===== config.mk =====
export PLATFORM = sky130hd
export DESIGN_NAME = imm_decode_stage
export DESIGN_NICKNAME = d
export VERILOG_FILES = /design/src/rtl/kira_decode_pkg.sv /design/src/rtl/imm_lane_decode.sv /design/src/rtl/imm_decode_stage.sv
export SDC_FILE = /design/constraint.sdc
export NUM_CORES = 1
export LEC_CHECK = 0
export CAP_MARGIN = 25
export CORE_UTILIZATION = 58
export DETAILED_ROUTE_END_ITERATION = 8
export PLACE_DENSITY = 0.85
export SLEW_MARGIN = 20
export SYNTH_ARGS = -nofsm -noshare
export SYNTH_HDL_FRONTEND = slang
export SYNTH_SLANG_ARGS = --single-unit

===== constraint.sdc =====
create_clock -name clk -period 5.8 [get_ports clk]
set_clock_uncertainty 0.2 [all_clocks]
set_input_delay 1.74 -clock clk [delete_from_list [all_inputs] [get_ports clk]]
set_output_delay 1.74 -clock clk [all_outputs]
set_load 0.02 [all_outputs]

===== src/rtl/kira_decode_pkg.sv =====
// Shared decode definitions: immediate type codes, opcode constants and
// parameter legality helpers used by the immediate decode stage.
package kira_decode_pkg;

    typedef enum logic [2:0] {
        IMM_NONE  = 3'd0,
        IMM_I     = 3'd1,
        IMM_S     = 3'd2,
        IMM_B     = 3'd3,
        IMM_U     = 3'd4,
        IMM_J     = 3'd5,
        IMM_CSR   = 3'd6,
        IMM_SHAMT = 3'd7
    } imm_type_e;

    localparam logic [6:0] OPC_LOAD      = 7'h03;
    localparam logic [6:0] OPC_OP_IMM    = 7'h13;
    localparam logic [6:0] OPC_CUSTOM    = 7'h14;
    localparam logic [6:0] OPC_OP_IMM_X  = 7'h15;
    localparam logic [6:0] OPC_AUIPC     = 7'h17;
    localparam logic [6:0] OPC_STORE     = 7'h23;
    localparam logic [6:0] OPC_LUI       = 7'h37;
    localparam logic [6:0] OPC_U_X0      = 7'h3B;
    localparam logic [6:0] OPC_U_X1      = 7'h3C;
    localparam logic [6:0] OPC_BRANCH    = 7'h63;
    localparam logic [6:0] OPC_BRANCH_X0 = 7'h64;
    localparam logic [6:0] OPC_BRANCH_X1 = 7'h65;
    localparam logic [6:0] OPC_JALR      = 7'h67;
    localparam logic [6:0] OPC_JAL       = 7'h6F;
    localparam logic [6:0] OPC_SYSTEM    = 7'h73;

    localparam logic [2:0] F3_SLLI   = 3'b001;
    localparam logic [2:0] F3_SRXI   = 3'b101;
    localparam logic [2:0] F3_S_CUST = 3'b011;

    function automatic bit xlen_legal(input int xlen);
        return (xlen == 32) || (xlen == 64);
    endfunction

    function automatic bit lanes_legal(input int lanes);
        return (lanes >= 1) && (lanes <= 4);
    endfunction

endpackage


===== src/rtl/imm_lane_decode.sv =====
// Combinational immediate extractor for a single 32-bit instruction lane.
module imm_lane_decode
    import kira_decode_pkg::*;
#(
    parameter int XLEN      = 32,
    parameter int CUSTOM_EN = 1
) (
    input  logic [31:0]     inst,
    input  logic            lane_en,
    output logic [XLEN-1:0] imm,
    output imm_type_e       imm_type
);

    logic [6:0] opcode;
    logic [2:0] func3;

    assign opcode = inst[6:0];
    assign func3  = inst[14:12];

    always_comb begin
        imm      = '0;
        imm_type = IMM_NONE;
        if (lane_en) begin
            case (opcode)
                OPC_OP_IMM: begin
                    if (func3 == F3_SLLI || func3 == F3_SRXI) begin
                        imm_type = IMM_SHAMT;
                        // RV64 shift amounts carry one extra bit
                        if (XLEN == 64) imm = XLEN'(inst[25:20]);
                        else            imm = XLEN'(inst[24:20]);
                    end else begin
                        imm_type = IMM_I;
                        imm      = XLEN'(signed'(inst[31:20]));
                    end
                end
                OPC_LOAD: begin
                    imm_type = IMM_I;
                    imm      = XLEN'(inst[31:20]);
                end
                OPC_JALR, OPC_OP_IMM_X: begin
                    imm_type = IMM_I;
                    imm      = XLEN'(signed'(inst[31:20]));
                end
                OPC_CUSTOM: begin
                    if (CUSTOM_EN != 0) begin
                        imm_type = IMM_I;
                        imm      = XLEN'(inst[31:20]);
                    end
                end
                OPC_SYSTEM: begin
                    imm_type = IMM_CSR;
                    imm      = XLEN'(inst[19:15]);
                end
                OPC_STORE: begin
                    imm_type = IMM_S;
                    if (!(CUSTOM_EN != 0 && func3 == F3_S_CUST))
                        imm = XLEN'(signed'({inst[31:25], inst[11:7]}));
                end
                OPC_BRANCH, OPC_BRANCH_X0, OPC_BRANCH_X1: begin
                    imm_type = IMM_B;
                    imm      = XLEN'(signed'({inst[31], inst[7], inst[30:25],
                                              inst[11:8], 1'b0}));
                end
                OPC_AUIPC, OPC_LUI, OPC_U_X0, OPC_U_X1: begin
                    imm_type = IMM_U;
                    imm      = XLEN'(signed'({inst[31:12], 12'b0}));
                end
                OPC_JAL: begin
                    imm_type = IMM_J;
                    imm      = XLEN'(signed'({inst[31], inst[19:12], inst[20],
                                              inst[30:21], 1'b0}));
                end
                default: begin
                    imm      = '0;
                    imm_type = IMM_NONE;
                end
            endcase
        end
    end

endmodule


===== src/rtl/imm_decode_stage.sv =====
// Bundle-wide immediate decode stage: one registered output slot plus a
// one-entry skid buffer so in_ready_o comes straight from a flop.
module imm_decode_stage
    import kira_decode_pkg::*;
#(
    parameter int XLEN      = 32,
    parameter int NUM_LANES = 2,
    parameter int CUSTOM_EN = 1
) (
    input  logic                      clk,
    input  logic                      rst_n,
    input  logic                      flush_i,
    input  logic                      in_valid_i,
    output logic                      in_ready_o,
    input  logic [NUM_LANES*32-1:0]   in_inst_i,
    input  logic [NUM_LANES-1:0]      in_lane_en_i,
    output logic                      out_valid_o,
    input  logic                      out_ready_i,
    output logic [NUM_LANES*XLEN-1:0] out_imm_o,
    output logic [NUM_LANES*3-1:0]    out_type_o,
    output logic [NUM_LANES*32-1:0]   out_inst_o,
    output logic [NUM_LANES-1:0]      out_lane_en_o
);

    if (!xlen_legal(XLEN)) begin : g_bad_xlen
        $error("imm_decode_stage: XLEN must be 32 or 64");
    end
    if (!lanes_legal(NUM_LANES)) begin : g_bad_lanes
        $error("imm_decode_stage: NUM_LANES must be 1..4");
    end

    logic [NUM_LANES*XLEN-1:0] dec_imm;
    logic [NUM_LANES*3-1:0]    dec_type;

    for (genvar g = 0; g < NUM_LANES; g++) begin : g_lane
        imm_type_e lane_type;
        imm_lane_decode #(
            .XLEN      (XLEN),
            .CUSTOM_EN (CUSTOM_EN)
        ) u_dec (
            .inst     (in_inst_i[g*32 +: 32]),
            .lane_en  (in_lane_en_i[g]),
            .imm      (dec_imm[g*XLEN +: XLEN]),
            .imm_type (lane_type)
        );
        assign dec_type[g*3 +: 3] = lane_type;
    end

    logic                      out_valid_q;
    logic                      skid_valid_q;
    logic [NUM_LANES*XLEN-1:0] skid_imm_q;
    logic [NUM_LANES*3-1:0]    skid_type_q;
    logic [NUM_LANES*32-1:0]   skid_inst_q;
    logic [NUM_LANES-1:0]      skid_lane_en_q;

    logic accept;
    logic out_open;

    assign in_ready_o  = !skid_valid_q;
    assign out_valid_o = out_valid_q;
    assign accept      = in_valid_i && in_ready_o;
    assign out_open    = !out_valid_q || out_ready_i;

    always_ff @(posedge clk or negedge rst_n) begin
        if (!rst_n) begin
            out_valid_q  <= 1'b0;
            skid_valid_q <= 1'b0;
        end else if (flush_i) begin
            out_valid_q  <= 1'b0;
            skid_valid_q <= 1'b0;
        end else if (out_open) begin
            // accept is impossible while the skid is full, so no ordering hazard
            out_valid_q  <= skid_valid_q || accept;
            skid_valid_q <= 1'b0;
        end else if (accept) begin
            skid_valid_q <= 1'b1;
        end
    end

    always_ff @(posedge clk or negedge rst_n) begin
        if (!rst_n) begin
            out_imm_o      <= '0;
            out_type_o     <= '0;
            out_inst_o     <= '0;
            out_lane_en_o  <= '0;
            skid_imm_q     <= '0;
            skid_type_q    <= '0;
            skid_inst_q    <= '0;
            skid_lane_en_q <= '0;
        end else begin
            if (out_open && skid_valid_q) begin
                out_imm_o     <= skid_imm_q;
                out_type_o    <= skid_type_q;
                out_inst_o    <= skid_inst_q;
                out_lane_en_o <= skid_lane_en_q;
            end else if (out_open && accept) begin
                out_imm_o     <= dec_imm;
                out_type_o    <= dec_type;
                out_inst_o    <= in_inst_i;
                out_lane_en_o <= in_lane_en_i;
            end
            if (!out_open && accept) begin
                skid_imm_q     <= dec_imm;
                skid_type_q    <= dec_type;
                skid_inst_q    <= in_inst_i;
                skid_lane_en_q <= in_lane_en_i;
            end
        end
    end

endmodule


==> results.md <==
- The flow ran to the end, and the final reports show no timing, DRC or antenna violations.
- The number of vias after detailed routing is approximately 12000.
- The final non-filler cell area is 16030 um^2.
- After synthesis, the largest area contributor takes up ~53% of total cell area.
- For this run, the number of Yosys warnings is 0.
- The clock tree from TritonCTS is yes.
- The routed design could run at a clock period as short as 4322 ps.
- At the pin with the least slew margin, the transition time is about 1000 ps.
- The standard-cell row count is 54.
- CTS built an H-tree with a depth of 1.
- The commonest cells after synthesis are 290 x sky130_fd_sc_hd__nand2_1, 274 x sky130_fd_sc_hd__dfrtp_1, 135 x sky130_fd_sc_hd__o22ai_1, 131 x sky130_fd_sc_hd__a21oi_1, 87 x sky130_fd_sc_hd__o21ai_0.
- Together, buffers and inverters on the worst path number 2.
- The signal on the critical path passes through inv_4 -> clkdlybuf4s50_1.
- The post-synthesis register bit count is 274.
- Sorting the synthesized cells by area gives the leading types as sky130_fd_sc_hd__dfrtp_1 53%, sky130_fd_sc_hd__nand2_1 8.5%, sky130_fd_sc_hd__o22ai_1 6.6%, sky130_fd_sc_hd__a21oi_1 5.1%, sky130_fd_sc_hd__o21ai_0 3.4%.
- The number of antenna violations at the first check in global routing was 1.
- The die covers 22710 um^2.
- Of the available clock period, the critical path in the final layout requires between 70% and 80%.
- When the netlist entered floorplanning its net count stood at ~1400.
- Summed over all failing endpoints, the final setup total negative slack is 0 ps.
- The final global-route overflow total is 0.
- The final number of setup-violating endpoints is 0.
- The via-per-instance ratio is 6.662.
- The largest single stage delay on the critical path is 710 ps.
- The share of synthesized registers carrying an async set or reset is 100.0%.
- The endpoint arrival time on the critical path is approximately 2400 ps.
- The hold buffer count at cts is 0.
- The type of destination of the critical path is a primary output.
- The placer congestion estimate is between 0.9 and 1.
- The initial utilization of the core area, before any placement, comes to 58.94%.
- The maximum number of pins on one net before global-route repair is 134.
- The tree built by TritonCTS fans out to approximately 270 sinks.
- The worst setup path is launched from a register.
- The family of cells with the greatest summed delay on the critical path is buffers and inverters.
- CTS placed an instance of sky130_fd_sc_hd__clkbuf_16 at the clock tree root.
- The pre-antenna-repair detailed-routing pass consisted of 5 iterations.
- The synthesized design spends more area on one cell type than any other, namely sky130_fd_sc_hd__dfrtp_1.
- The area growth from synthesis to layout is 25.03%.
- The first-pass GRT wire length is 61740 um.
- The overall routing resource usage is around a third.
- The final number of hold-violating endpoints is 0.
- The core area is 21760 um^2.
- In this run the tool buffered the top-level ports with approximately 210 buffer cells.
- The overall die width is 150.7 um.
- Max-cap violations in this run came to 0.
- The clock passes through at most 3 buffers.
- The critical path's slowest cell is sky130_fd_sc_hd__clkdlybuf4s50_1.
- The cell area that synthesis handed to floorplanning was roughly 13000 um^2.
- Once the clock tree was built, the setup fixing pass inserted 0 buffers.
- The DRC violation count after routing is 0.
- Clock latency on the worst-skew pair, taken at its later pin, is between 500 and 600 ps.
- In this run the vertical extent of the chip is between 150 and 200 um.
- Setup repair after global routing left no endpoint under its margin.
- In this run the count of I/O pins placed on the die edge is 209.
- The count of cell types in the netlist is 75.
- The headroom to the max-slew limit is between 30% and 40%.
- The number of synthesized flops with an enable pin is 0.
- The detail-routed net length per standard cell is 21.91 um.
- The required time at the endpoint of the critical path is 3860 ps.
- The layout net count is 1586.
- Among all flip-flop cells after synthesis, the most frequent one is sky130_fd_sc_hd__dfrtp_1.
- The via count of the first global-routing pass is 11580.
- VDD sags by at most between 0.2 and 0.25 mV.
- In this run the worst path has a maximum fanout of 46.
- After detailed routing, the total wire length is 39830 um.
- Averaged over all synthesized cells, the footprint is 9.339 um^2.
- The most numerous cell in the Yosys netlist is sky130_fd_sc_hd__nand2_1.
- The HPWL reported at the end of detailed placement is 24990 um.
- The number of cells upsized or downsized after cts is 0.
- Sequential elements use between 50% and 60% of the synthesized area.
- The highest attainable clock frequency is 0.2314 GHz.
- The number of instances in the synthesized netlist is 1373.
- After clock tree synthesis, the clock-pin slew on the worst setup and hold paths is 60 ps.
- The category of the most critical setup path is reg -> out.
- The count of nets left with antenna violations after detail routing is 0.
- The path class of the tightest hold or removal check is reg -> reg.
- The leakage power of the design is 6.851 nW.
- Summing all placed instances gives a cell area of 14980 um^2.
- The final max-slew violation count is 0.
- The DRC violation total after the first TritonRoute iteration is 1122.
- The share of cells above drive strength 1 is 7.092%.
- Clock tree synthesis inserted a total of 28 buffers.
- In this run the power density over the cells is 314.6 nW/um^2.
==> cell usage in the layout, fill, tap and decap left out, types with 4 or more instances in the layout <==
| cell | n |
|---|---|
| sky130_fd_sc_hd__o21ai_1 | 18 |
| sky130_fd_sc_hd__o31ai_2 | 10 |
| sky130_fd_sc_hd__a21oi_1 | 131 |
| sky130_fd_sc_hd__dfrtp_1 | 274 |
| sky130_fd_sc_hd__nand3_1 | 11 |
| sky130_fd_sc_hd__a22oi_1 | 36 |
| sky130_fd_sc_hd__nor3_1 | 6 |
| sky130_fd_sc_hd__buf_4 | 15 |
| sky130_fd_sc_hd__o211ai_1 | 6 |
| sky130_fd_sc_hd__inv_1 | 5 |
| sky130_fd_sc_hd__clkbuf_16 | 29 |
| sky130_fd_sc_hd__nand3b_1 | 7 |
| sky130_fd_sc_hd__clkdlybuf4s50_1 | 206 |
| sky130_fd_sc_hd__o22ai_1 | 135 |
| sky130_fd_sc_hd__nand2_1 | 288 |
| sky130_fd_sc_hd__clkinv_2 | 4 |
| sky130_fd_sc_hd__bufinv_16 | 5 |
| sky130_fd_sc_hd__a2bb2oi_1 | 11 |
| sky130_fd_sc_hd__a31o_1 | 6 |
| sky130_fd_sc_hd__a22o_1 | 17 |
| sky130_fd_sc_hd__nand2b_1 | 15 |
| sky130_fd_sc_hd__a221o_1 | 4 |
| sky130_fd_sc_hd__clkbuf_8 | 9 |
| sky130_fd_sc_hd__and2_1 | 8 |
| sky130_fd_sc_hd__nor2b_1 | 6 |
| sky130_fd_sc_hd__o31ai_1 | 36 |
| sky130_fd_sc_hd__nor2_1 | 54 |
| sky130_fd_sc_hd__o21ai_0 | 87 |
| sky130_fd_sc_hd__or3_1 | 9 |
| sky130_fd_sc_hd__nand4_1 | 4 |
| sky130_fd_sc_hd__a32oi_1 | 5 |
==> cells by family (layout without fill, tap and decap cells) <==
family	Yosys count	in the layout	synth area share (%)
buffers and inverters	119	283	3.864
AOI/OAI and AO/OA	532	532	26.46
muxes	1	1	0.07807
DFF	274	274	53.47
other	0	1	0
and+or+nand+nor	447	447	16.12
==> metal layers <==
layer	vias up	wire length, um	track usage, %
met1	5945	15670	48.83
met5	-	0	0
met3	127	4126	8.000
li1	5304	-	-
met4	0	1574	16.15
met2	735	18450	52.49
==> layout make-up <==
cell class | instances | area [um^2]
multi-input cells | 980 | 5515
flip-flops and latches | 274 | 6857
diodes | 1 | 2.502
repair buffers | 225 | 2235
fillers | 1499 | 5724
clock buffers | 41 | 860.8
well taps | 280 | 350.3
inverters | 6 | 25.02
clock inverters | 11 | 186.4
==> metrics by stage <==
stage / hold WS, ps / total power [mW] / utilization, % / worst slack [ps] / std cells
5_1_grt: 289.9 / 5.204 / 73.69 / 1329 / 1818
2_1_floorplan: 233.4 / 2.643 / - / 2201 / 1373
6_report: 277.7 / 5.043 / 73.69 / 1478 / 1818
3_5_place_dp: 251.2 / 3.052 / 68.86 / 1126 / 1765
4_1_cts: 273.5 / 5.045 / 73.68 / 1507 / 1817
3_3_place_gp: 245.2 / 3.025 / 68.86 / 1158 / 1765
==> report_power, final <==
| part | switching, mW | internal [mW] |
|---|---|---|
| logic | 0.472 | 0.332 |
| clock network | 0.755 | 1.25 |
| registers | 0.141 | 2.10 |
| total | 1.37 | 3.68 |
==> worst register-to-register path, stage by stage (launching register included) <==
cell and delay (ps):
sky130_fd_sc_hd__dfrtp_1 600, sky130_fd_sc_hd__inv_4 490, sky130_fd_sc_hd__buf_4 870, sky130_fd_sc_hd__and3_2 780, sky130_fd_sc_hd__nand2_1 550, sky130_fd_sc_hd__o21ai_0 340
==> state kept, by name, indices dropped and copies added (netlist names) <==
signal          count
out_type_o          6
out_inst_o         64
out_imm_o          64
skid_imm_q         64
out_valid_o         1
skid_valid_q        1
skid_type_q         6
skid_lane_en_q      2
skid_inst_q        64
out_lane_en_o       2
==> path summary, 6_finish.rpt <==
kind / cells past startpoint / to / from / slack [ps]
worst max-delay path: 2 / in_ready_o / skid_valid_q / 1480
worst min-delay path: 2 / skid_inst_q[46] / skid_inst_q[46] / 280
worst max register to register: 5 / skid_imm_q[44] / skid_valid_q / 1880
worst min register to register: 2 / skid_inst_q[46] / skid_inst_q[46] / 280
max in group asynchronous: 2 / skid_inst_q[10] / rst_n / 3200
min in group asynchronous: 1 / skid_imm_q[48] / rst_n / 1090
(Power assumes the default switching activity.)
